File: config.mk
export PLATFORM = sky130hd
export DESIGN_NAME = cv32e40x_alu_div_flat
export DESIGN_NICKNAME = d
export VERILOG_FILES = /design/src/rtl/cv32e40x_pkg.sv /design/src/rtl/cv32e40x_alu_div_if.sv /design/src/rtl/cv32e40x_alu_div.sv /design/src/flat_wrapper.sv
export SDC_FILE = /design/constraint.sdc
export NUM_CORES = 1
export LEC_CHECK = 0
export BUFFER_PORTS_ARGS = -buffer_cell sky130_fd_sc_hd__buf_4
export CORE_MARGIN = 3
export CORE_UTILIZATION = 62
export DETAILED_ROUTE_END_ITERATION = 16
export GPL_TIMING_DRIVEN = 0
export PLACE_DENSITY = 0.95
export SKIP_LAST_GASP = 1
export SLEW_MARGIN = 15
export SYNTH_ARGS = -nofsm -noshare
export SYNTH_HDL_FRONTEND = slang
export SYNTH_SLANG_ARGS = --single-unit
export TNS_END_PERCENT = 10
File: constraint.sdc
create_clock -name clk -period 4.3 [get_ports clk]
set_input_delay 0.43 -clock clk [delete_from_list [all_inputs] [get_ports clk]]
set_output_delay 0.43 -clock clk [all_outputs]
set_load 0.02 [all_outputs]
File: src/rtl/cv32e40x_pkg.sv
// Shared types for the cv32e40x divider slice: opcode and FSM state encodings.
package cv32e40x_pkg;

    typedef enum logic [1:0] {
        DIV  = 2'b00,
        DIVU = 2'b01,
        REM  = 2'b10,
        REMU = 2'b11
    } div_opcode_e;

    typedef enum logic [1:0] {
        IDLE   = 2'b00,
        INIT   = 2'b01,
        DIVIDE = 2'b10,
        FINISH = 2'b11
    } div_state_e;

endpackage

File: src/rtl/cv32e40x_alu_div_if.sv
// Request/response handshake between an issuing stage (master) and the divider (slave).
interface cv32e40x_alu_div_if;
    import cv32e40x_pkg::*;

    logic        valid_i;
    logic        ready_o;
    logic        kill_i;
    div_opcode_e op_i;
    logic [31:0] op_a_i;
    logic [31:0] op_b_i;
    logic        valid_o;
    logic        ready_i;
    logic [31:0] result_o;

    modport master (
        output valid_i, kill_i, op_i, op_a_i, op_b_i, ready_i,
        input  ready_o, valid_o, result_o
    );

    modport slave (
        input  valid_i, kill_i, op_i, op_a_i, op_b_i, ready_i,
        output ready_o, valid_o, result_o
    );

endinterface

File: src/rtl/cv32e40x_alu_div.sv
// Iterative 32-bit restoring divider; normalisation uses the ALU's CLZ and left shifter
// through the div_* ports so that only the subtract/compare path lives here.
module cv32e40x_alu_div
    import cv32e40x_pkg::*;
(
    input  logic                     clk,
    input  logic                     rst,
    cv32e40x_alu_div_if.slave        div_if,
    output logic                     div_clz_en_o,
    output logic [31:0]              div_clz_data_o,
    input  logic [5:0]               div_clz_result_i,
    output logic                     div_shift_en_o,
    output logic [5:0]               div_shift_amt_o,
    output logic [31:0]              div_op_a_o,
    input  logic [31:0]              div_op_a_shifted_i
);

    div_state_e  state_q, state_d;
    div_opcode_e op_q;
    logic        sign_q;
    logic        sign_r;
    logic        div_by_zero_q;
    logic [4:0]  cnt_q;
    logic [31:0] quotient_q;
    logic [31:0] remainder_q;
    logic [31:0] divisor_q;
    logic [31:0] op_b_abs_q;

    logic        accept;
    logic        signed_op;
    logic        signed_op_q;
    logic        rem_ge_div;
    logic signed [31:0] op_a_s;
    logic signed [31:0] op_b_s;

    function automatic logic [31:0] negate(input logic [31:0] v);
        return ~v + 32'd1;
    endfunction

    // |0x80000000| stays 0x80000000, which is the correct unsigned magnitude.
    function automatic logic [31:0] abs_val(input logic signed [31:0] v);
        return v[31] ? negate($unsigned(v)) : $unsigned(v);
    endfunction

    assign op_a_s      = div_if.op_a_i;
    assign op_b_s      = div_if.op_b_i;
    assign signed_op   = (div_if.op_i == DIV) || (div_if.op_i == REM);
    assign signed_op_q = (op_q == DIV) || (op_q == REM);
    assign accept      = div_if.valid_i & div_if.ready_o & ~div_if.kill_i;
    assign rem_ge_div  = (remainder_q >= divisor_q);

    always_comb begin
        state_d         = state_q;
        div_if.ready_o  = 1'b0;
        div_if.valid_o  = 1'b0;
        div_if.result_o = 32'd0;
        div_clz_en_o    = 1'b0;
        div_clz_data_o  = 32'd0;
        div_shift_en_o  = 1'b0;
        div_shift_amt_o = 6'd0;
        div_op_a_o      = 32'd0;

        case (state_q)
            IDLE: begin
                div_if.ready_o = 1'b1;
                if (div_if.valid_i) state_d = INIT;
            end
            INIT: begin
                div_clz_en_o    = 1'b1;
                div_clz_data_o  = op_b_abs_q;
                div_shift_en_o  = 1'b1;
                div_shift_amt_o = div_clz_result_i;
                div_op_a_o      = op_b_abs_q;
                // A count of 32 (bit 5 set) only occurs for a zero divisor.
                state_d = div_clz_result_i[5] ? FINISH : DIVIDE;
            end
            DIVIDE: begin
                if (cnt_q == 5'd0) state_d = FINISH;
            end
            FINISH: begin
                div_if.valid_o = 1'b1;
                case (op_q)
                    DIV:     div_if.result_o = (sign_q & ~div_by_zero_q) ? negate(quotient_q) : quotient_q;
                    DIVU:    div_if.result_o = quotient_q;
                    REM:     div_if.result_o = (sign_r & ~div_by_zero_q) ? negate(remainder_q) : remainder_q;
                    default: div_if.result_o = remainder_q;
                endcase
                if (div_if.ready_i) state_d = IDLE;
            end
            default: state_d = IDLE;
        endcase

        if (div_if.kill_i) state_d = IDLE;
    end

    always_ff @(posedge clk) begin
        if (rst) begin
            state_q       <= IDLE;
            op_q          <= DIV;
            sign_q        <= 1'b0;
            sign_r        <= 1'b0;
            div_by_zero_q <= 1'b0;
            cnt_q         <= 5'd0;
            quotient_q    <= 32'd0;
            remainder_q   <= 32'd0;
            divisor_q     <= 32'd0;
            op_b_abs_q    <= 32'd0;
        end else begin
            state_q <= state_d;
            case (state_q)
                // accept: capture operand magnitudes and result signs
                IDLE: begin
                    if (accept) begin
                        op_q          <= div_if.op_i;
                        op_b_abs_q    <= signed_op ? abs_val(op_b_s) : div_if.op_b_i;
                        remainder_q   <= signed_op ? abs_val(op_a_s) : div_if.op_a_i;
                        sign_q        <= div_if.op_a_i[31] ^ div_if.op_b_i[31];
                        sign_r        <= div_if.op_a_i[31];
                        div_by_zero_q <= 1'b0;
                    end
                end
                // normalise: divisor MSB-aligned by the ALU shifter
                INIT: begin
                    divisor_q  <= div_op_a_shifted_i;
                    quotient_q <= 32'd0;
                    cnt_q      <= div_clz_result_i[4:0];
                    if (div_clz_result_i[5]) begin
                        quotient_q    <= 32'hFFFF_FFFF;
                        // Restore the original dividend from its stored magnitude.
                        remainder_q   <= (signed_op_q & sign_r) ? negate(remainder_q) : remainder_q;
                        div_by_zero_q <= 1'b1;
                    end
                end
                // iterate: one restoring subtract per cycle
                DIVIDE: begin
                    if (rem_ge_div) begin
                        remainder_q <= remainder_q - divisor_q;
                        quotient_q  <= {quotient_q[30:0], 1'b1};
                    end else begin
                        quotient_q  <= {quotient_q[30:0], 1'b0};
                    end
                    divisor_q <= {1'b0, divisor_q[31:1]};
                    cnt_q     <= cnt_q - 5'd1;
                end
                default: ;
            endcase
        end
    end

endmodule

File: src/flat_wrapper.sv
// flat-port wrapper written by rule: the top's interface ports become plain ports
module cv32e40x_alu_div_flat import cv32e40x_pkg::*;
  (clk, rst, div_clz_en_o, div_clz_data_o, div_clz_result_i, div_shift_en_o, div_shift_amt_o, div_op_a_o, div_op_a_shifted_i, div_if_valid_i, div_if_kill_i, div_if_op_i, div_if_op_a_i, div_if_op_b_i, div_if_ready_i, div_if_ready_o, div_if_valid_o, div_if_result_o);
  cv32e40x_alu_div_if div_if_i ();
  input  logic clk;
  input  logic rst;
  output logic div_clz_en_o;
  output logic [31:0] div_clz_data_o;
  input  logic [5:0] div_clz_result_i;
  output logic div_shift_en_o;
  output logic [5:0] div_shift_amt_o;
  output logic [31:0] div_op_a_o;
  input  logic [31:0] div_op_a_shifted_i;
  input wire logic [$bits(div_if_i.valid_i)-1:0] div_if_valid_i;
  input wire logic [$bits(div_if_i.kill_i)-1:0] div_if_kill_i;
  input wire logic [$bits(div_if_i.op_i)-1:0] div_if_op_i;
  input wire logic [$bits(div_if_i.op_a_i)-1:0] div_if_op_a_i;
  input wire logic [$bits(div_if_i.op_b_i)-1:0] div_if_op_b_i;
  input wire logic [$bits(div_if_i.ready_i)-1:0] div_if_ready_i;
  output wire logic [$bits(div_if_i.ready_o)-1:0] div_if_ready_o;
  output wire logic [$bits(div_if_i.valid_o)-1:0] div_if_valid_o;
  output wire logic [$bits(div_if_i.result_o)-1:0] div_if_result_o;
  assign div_if_i.valid_i = div_if_valid_i;
  assign div_if_i.kill_i = div_if_kill_i;
  assign div_if_i.op_i = div_if_op_i;
  assign div_if_i.op_a_i = div_if_op_a_i;
  assign div_if_i.op_b_i = div_if_op_b_i;
  assign div_if_i.ready_i = div_if_ready_i;
  assign div_if_ready_o = div_if_i.ready_o;
  assign div_if_valid_o = div_if_i.valid_o;
  assign div_if_result_o = div_if_i.result_o;
  cv32e40x_alu_div u_core (.clk(clk), .rst(rst), .div_if(div_if_i), .div_clz_en_o(div_clz_en_o), .div_clz_data_o(div_clz_data_o), .div_clz_result_i(div_clz_result_i), .div_shift_en_o(div_shift_en_o), .div_shift_amt_o(div_shift_amt_o), .div_op_a_o(div_op_a_o), .div_op_a_shifted_i(div_op_a_shifted_i));
endmodule
After elaboration in Yosys (flattened, before gate mapping) --
Index checks and enable logic that the tools add are counted.
Word-level totals: bits in registers 140, bits in latches 0, RAM bits 0, ROM bits 0, output and inout bits 106, logic and storage cells 87, memories 0
Operators by class: $add $sub $neg 6, $mul 0, divide/modulo/power cells 0, magnitude comparators 1, equal/unequal tests 13, shift-type cells 0, mux-type cells 31, bitwise operators 12, reduce and logical (&&, ||, !) cells 14
Operators by type and width (number):
- 32-bit 2-to-1 mux | 13
- 32-bit one-hot mux with 3 select lines | 2
- 32-bit by 1-bit adder with 32-bit output, second input constant | 4
- 32-bit inverter | 4
- 32-bit one-hot mux with 2 select lines | 2
- 32-bit >= comparator | 1
- 32-bit subtractor | 1
- 5-bit one-hot mux with 2 select lines | 1
- 2-bit == test, second input constant | 4
- 2-bit by 1-bit inequality test with 1-bit output, second input constant | 4
- 2-bit one-hot mux with 4 select lines | 1
- 1-bit 2-to-1 mux | 7
- 2-bit logical NOT | 3
- 2-bit 2-to-1 mux | 3
- 6-bit 2-to-1 mux | 1
- 2-bit inequality test, second input constant | 3
- 3-bit AND reduction | 2
- 1-bit bitwise AND | 5
- 5-bit logical NOT | 1
- 5-bit AND reduction | 1
- 5-bit by 1-bit subtractor with 5-bit output, second input constant | 1
- 2-bit by 1-bit == test with 1-bit output, second input constant | 2
- 2-bit nonzero test | 2
- 3-bit nonzero test | 1
- other kinds (6) | 8

Logic depth before layout (Yosys ltp) --
depth after elaboration 6, gate-level depth with buffers 13, mapped depth without buffers 12

Least setup slack after synthesis --
OpenSTA, ideal clock, no wires.
path type register to output, from reg u_core.quotient_q[6], to out div_if_result_o[30], data arrival time 2.709 ns, data required time 3.870 ns, setup slack 1.161 ns, stages on the path, launching flop included 10, buffers on the path 1, cell sequence dfxtp_1 or4_1 or3_1 clkbuf_1 o41ai_2 nand2_1 or2_1 nor2_1 a311oi_1 a211oi_1
Between the ends: longest elaborated chain between the ends 5
Ends and longest elaborated chain:
- from (decl) | RTL line cv32e40x_alu_div.sv:24 | logic [31:0] quotient_q;
- from (signal assigned) | RTL line cv32e40x_alu_div.sv:138 | quotient_q <= {quotient_q[30:0], 1'b1};
- from (signal assigned) | RTL line cv32e40x_alu_div.sv:140 | quotient_q <= {quotient_q[30:0], 1'b0};
- 32-bit inverter | RTL line cv32e40x_alu_div.sv:37 | return ~v + 32'd1;
- 32-bit by 1-bit adder with 32-bit output | RTL line cv32e40x_alu_div.sv:37
- 32-bit 2-to-1 mux | RTL line cv32e40x_alu_div.sv:83 | DIV: div_if.result_o = (sign_q & ~div_by_zero_q) ? negate(quotient_q) : quotient_q;
- 32-bit one-hot mux with 3 select lines | RTL line cv32e40x_alu_div.sv:82 | case (op_q)
- 32-bit 2-to-1 mux | RTL line cv32e40x_alu_div.sv:63 | case (state_q)
- to (decl) | RTL line flat_wrapper.sv:22 | output wire logic [$bits(div_if_i.result_o)-1:0] div_if_result_o;
No other way between the ends.

Worst setup path after layout --
from reg u_core.remainder_q[0], to out div_if_result_o[30]
Between the ends: longest elaborated chain between the ends 5
Ends and longest elaborated chain:
- from (decl) | RTL line cv32e40x_alu_div.sv:25 | logic [31:0] remainder_q;
- from (signal assigned) | RTL line cv32e40x_alu_div.sv:116 | remainder_q <= signed_op ? abs_val(op_a_s) : div_if.op_a_i;
- from (signal assigned) | RTL line cv32e40x_alu_div.sv:130 | remainder_q <= (signed_op_q & sign_r) ? negate(remainder_q) : remainder_q;
- from (signal assigned) | RTL line cv32e40x_alu_div.sv:137 | remainder_q <= remainder_q - divisor_q;
- 32-bit inverter | RTL line cv32e40x_alu_div.sv:37
- 32-bit by 1-bit adder with 32-bit output | RTL line cv32e40x_alu_div.sv:37
- 32-bit 2-to-1 mux | RTL line cv32e40x_alu_div.sv:85 | REM: div_if.result_o = (sign_r & ~div_by_zero_q) ? negate(remainder_q) : remainder_q;
- 32-bit one-hot mux with 3 select lines | RTL line cv32e40x_alu_div.sv:82
- 32-bit 2-to-1 mux | RTL line cv32e40x_alu_div.sv:63
No other way between the ends.

==> impl_metrics.toml <==
[timing]
setup_violations = 0
fin_skew_ps = 8.03
max_freq_ghz = 0.245
setup_tns_ps = 0
rsz0062_at_grt = "no"
period_share_pct = 94.8
maxSlewViolCount = 0
slew_headroom_pct = 39.0
timing.final.crit_period_ps = 4070
worst_slew_pin_slew_ps = 915
hold_viol = 0

[drt]
drtPass1Iterations = 6
drc = 0
viasPerCell = 6.60
avgRoutedWirePerCell_um = 21.4
drt_iter0_drc = 1895
ant_nets = 0
vias = 14459
routed_wl_um = 46900

[synthesis]
synthDistinctLibCells = 73
synth_mux_area_share_pct = 3.24
synth_nets = 1839
synthArstFlopShare_pct = 0
syn_area_um2 = 12100
syn_inst = 1687
yosysMostFrequentCell = "nor2_1"
synth_top_area_cell = "dfxtp_1"
synth_edf_count = 0
synth_area_leaders = "dfxtp_1 (23%), nor2_1 (6.7%), a21oi_1 (6.1%), xnor2_1 (6.1%), a211oi_1 (5.8%)"
synth_top_flop_cell = "dfxtp_1"
ys_ff_latch = 140
synth_common_cells = "nor2_1 (216), a21oi_1 (147), dfxtp_1 (140)"
synth_simple_gate_area_share_pct = 23.0
synth_top_family_by_area = "compound AO/OA/AOI/OAI gates"
synth_top_cell_area_share_pct = 23.1
synth_fa_ha_area_share_pct = 4.50
yosysWarnings = 0
syn_area_per_cell_um2 = 7.19
synth_xor_area_share_pct = 10.8
synth_compound_area_share_pct = 27.2
seq_area_frac_synth_pct = 23.1

[status]
status = "completed"

[global_route]
gr-usage-all-layers_pct = 41.8
grt_max_degree = 17
antenna_found_initial = 3
grt_pass1_wl_um = 72100
gr-total-overflow = 0
grt_pass1_vias = 13620

[layout]
post-route-util_pct = 77.1
drive_above_1_share_pct = 16.1
n_antenna_cell = 0
fillerInstances = 1479
nets = 2071
syn2layout_area_growth_pct = 20.5

[die]
core_area_um2 = 19000
dieArea_um2 = 21300
dieWidth_um = 146
io-pin-count = 215
die_h_um = 146
num_rows = 50
initial_core_util_pct = 64.0

[place]
place_congestion = 1.04
place.port_buffers = 213
place_hpwl_um = 36200

[worst_hold_path]
hold_path.class = "in -> reg"
worstHoldStart = "div_if_kill_i"
min_to = "u_core.state_q[1]"
whs_path_depth = 2

[clock_tree]
holdBufCountCts = 0
h-tree-depth = 4
clock_sinks = 140
cts.clk_slew.worst_paths_ps = 60
cts_tree = "done"
numCtsBuffers = 17
ctsLongestPathBuffers = 2
clockRootBuffer = "clkbuf_16"
clock_latency_ps = 440
postCtsSetupRepairBufs = 0

[critical_path]
worstPathArrival_ps = 3640
cp.required_ps = 3870
critPathKind = "reg -> out"
cp-end-kind = "output port"
critPathLaunchType = "flip-flop"
r2r_end = "u_core.remainder_q[23]"
crit_fanout = 7
reg2reg_from = "u_core.remainder_q[0]"
r2r_slack_ps = 250
reg2reg_depth = 13

[power_and_ir_drop]
p_sw_share_pct = 42.6
ir_worst_vdd_uv = 271
internal_power_mw = 3.11
power_density_nw_per_um2 = 371
clockPowerShare_pct = 27.1
p_seq_share_pct = 29.0
p_leak_nw = 5.90
combPwrFrac_pct = 43.9
p_sw_mw = 2.31

[job]
cap_violations = 0
-- registers in the layout, summed over array words and instances (netlist names) --
signal,count
u_core.divisor_q,32
u_core.op_b_abs_q,32
u_core.quotient_q,32
u_core.remainder_q,32
u_core.cnt_q,5
u_core.op_q,2
u_core.state_q,2
u_core.div_by_zero_q,1
u_core.sign_q,1
u_core.sign_r,1
-- worst max path at each step --
stage	startpoint	slack, ps	endpoint	depth (start not counted)
after global routing	u_core.remainder_q[0]	100	u_core.remainder_q[23]	13
after global placement	u_core.remainder_q[0]	580	u_core.remainder_q[23]	13
after detailed placement	u_core.remainder_q[0]	510	u_core.remainder_q[23]	13
after floorplan	u_core.quotient_q[6]	1160	div_if_result_o[30]	9
final	u_core.remainder_q[0]	230	div_if_result_o[30]	12
after CTS	u_core.remainder_q[0]	100	div_if_result_o[30]	12
-- area by class of cell --
class / instances / area [um2] / share of cell area (%)
Buffer: 164 / 751 / 5.13
Tap cell: 260 / 325 / 2.22
Multi-Input combinational cell: 1319 / 8340 / 57.1
Timing Repair Buffer: 213 / 1600 / 10.9
Inverter: 64 / 240 / 1.64
Clock buffer: 18 / 439 / 3.00
Sequential cell: 140 / 2800 / 19.2
Clock inverter: 14 / 120 / 0.821
-- what timing repair did --
item / CTS / global route
resized for setup: 0 / 1
hold endpoints to repair: 0 / 0
setup endpoints to repair: 0 / 2
-- cells by family after synthesis --
kind of cell | after synthesis
flops | 140
xor+xnor | 150
mux | 39
buf+inv | 228
simple gates | 585
compound gates | 502
fa+ha+maj | 43
-- metal layers --
| layer | track usage, % | routed length (um) | vias up |
|---|---|---|---|
| li1 | - | - | 6467 |
| met1 | 51.4 | 17300 | 6649 |
| met2 | 68.9 | 21000 | 1091 |
| met3 | 10.2 | 5790 | 248 |
| met4 | 20.2 | 2790 | 4 |
| met5 | 0 | 27 | - |
-- power by group through the flow --
stage                     registers (mW)  clock network (mW)  logic, mW
after CTS                           1.56                1.44       2.29
final                               1.57                1.47       2.38
after global placement              1.58                   0       2.24
after floorplan                     1.53                   0       1.63
after global routing                1.58                1.50       2.56
after detailed placement            1.59                   0       2.27
-- layout by cell type (no fill, tap or decap), drive strengths merged, types with 42 or more instances in the layout --
cell,netlist,layout
o21ai,103,103
clkbuf,110,128
ha,42,42
nand2,128,128
a211oi,93,93
dfxtp,140,140
inv,63,65
a21oi,147,147
xnor2,84,84
buf,54,267
xor2,66,66
and2,42,42
nor2,216,216
-- critical path: stages (launching register included) --
cell,delay [ps]
dfxtp_1,390
inv_1,180
ha_1,320
nor3b_2,420
nand2_1,270
or2_1,280
buf_2,160
nor3_1,280
nor2_1,100
xnor2_1,170
a311oi_1,110
a211oi_1,330
buf_4,210
-- through the flow --
step	power, mW	std cells	hold slack [ps]	setup WS [ps]	instance area (um2)
final	5.42	2192	221	225	14600
after global routing	5.63	2192	232	96.6	14600
after CTS	5.29	2192	226	103	14600
after detailed placement	3.86	2160	445	511	14100
after global placement	3.82	2160	435	576	14100
after floorplan	3.16	1687	427	1160	12100
No activity file was read; power rests on OpenSTA's default activity.
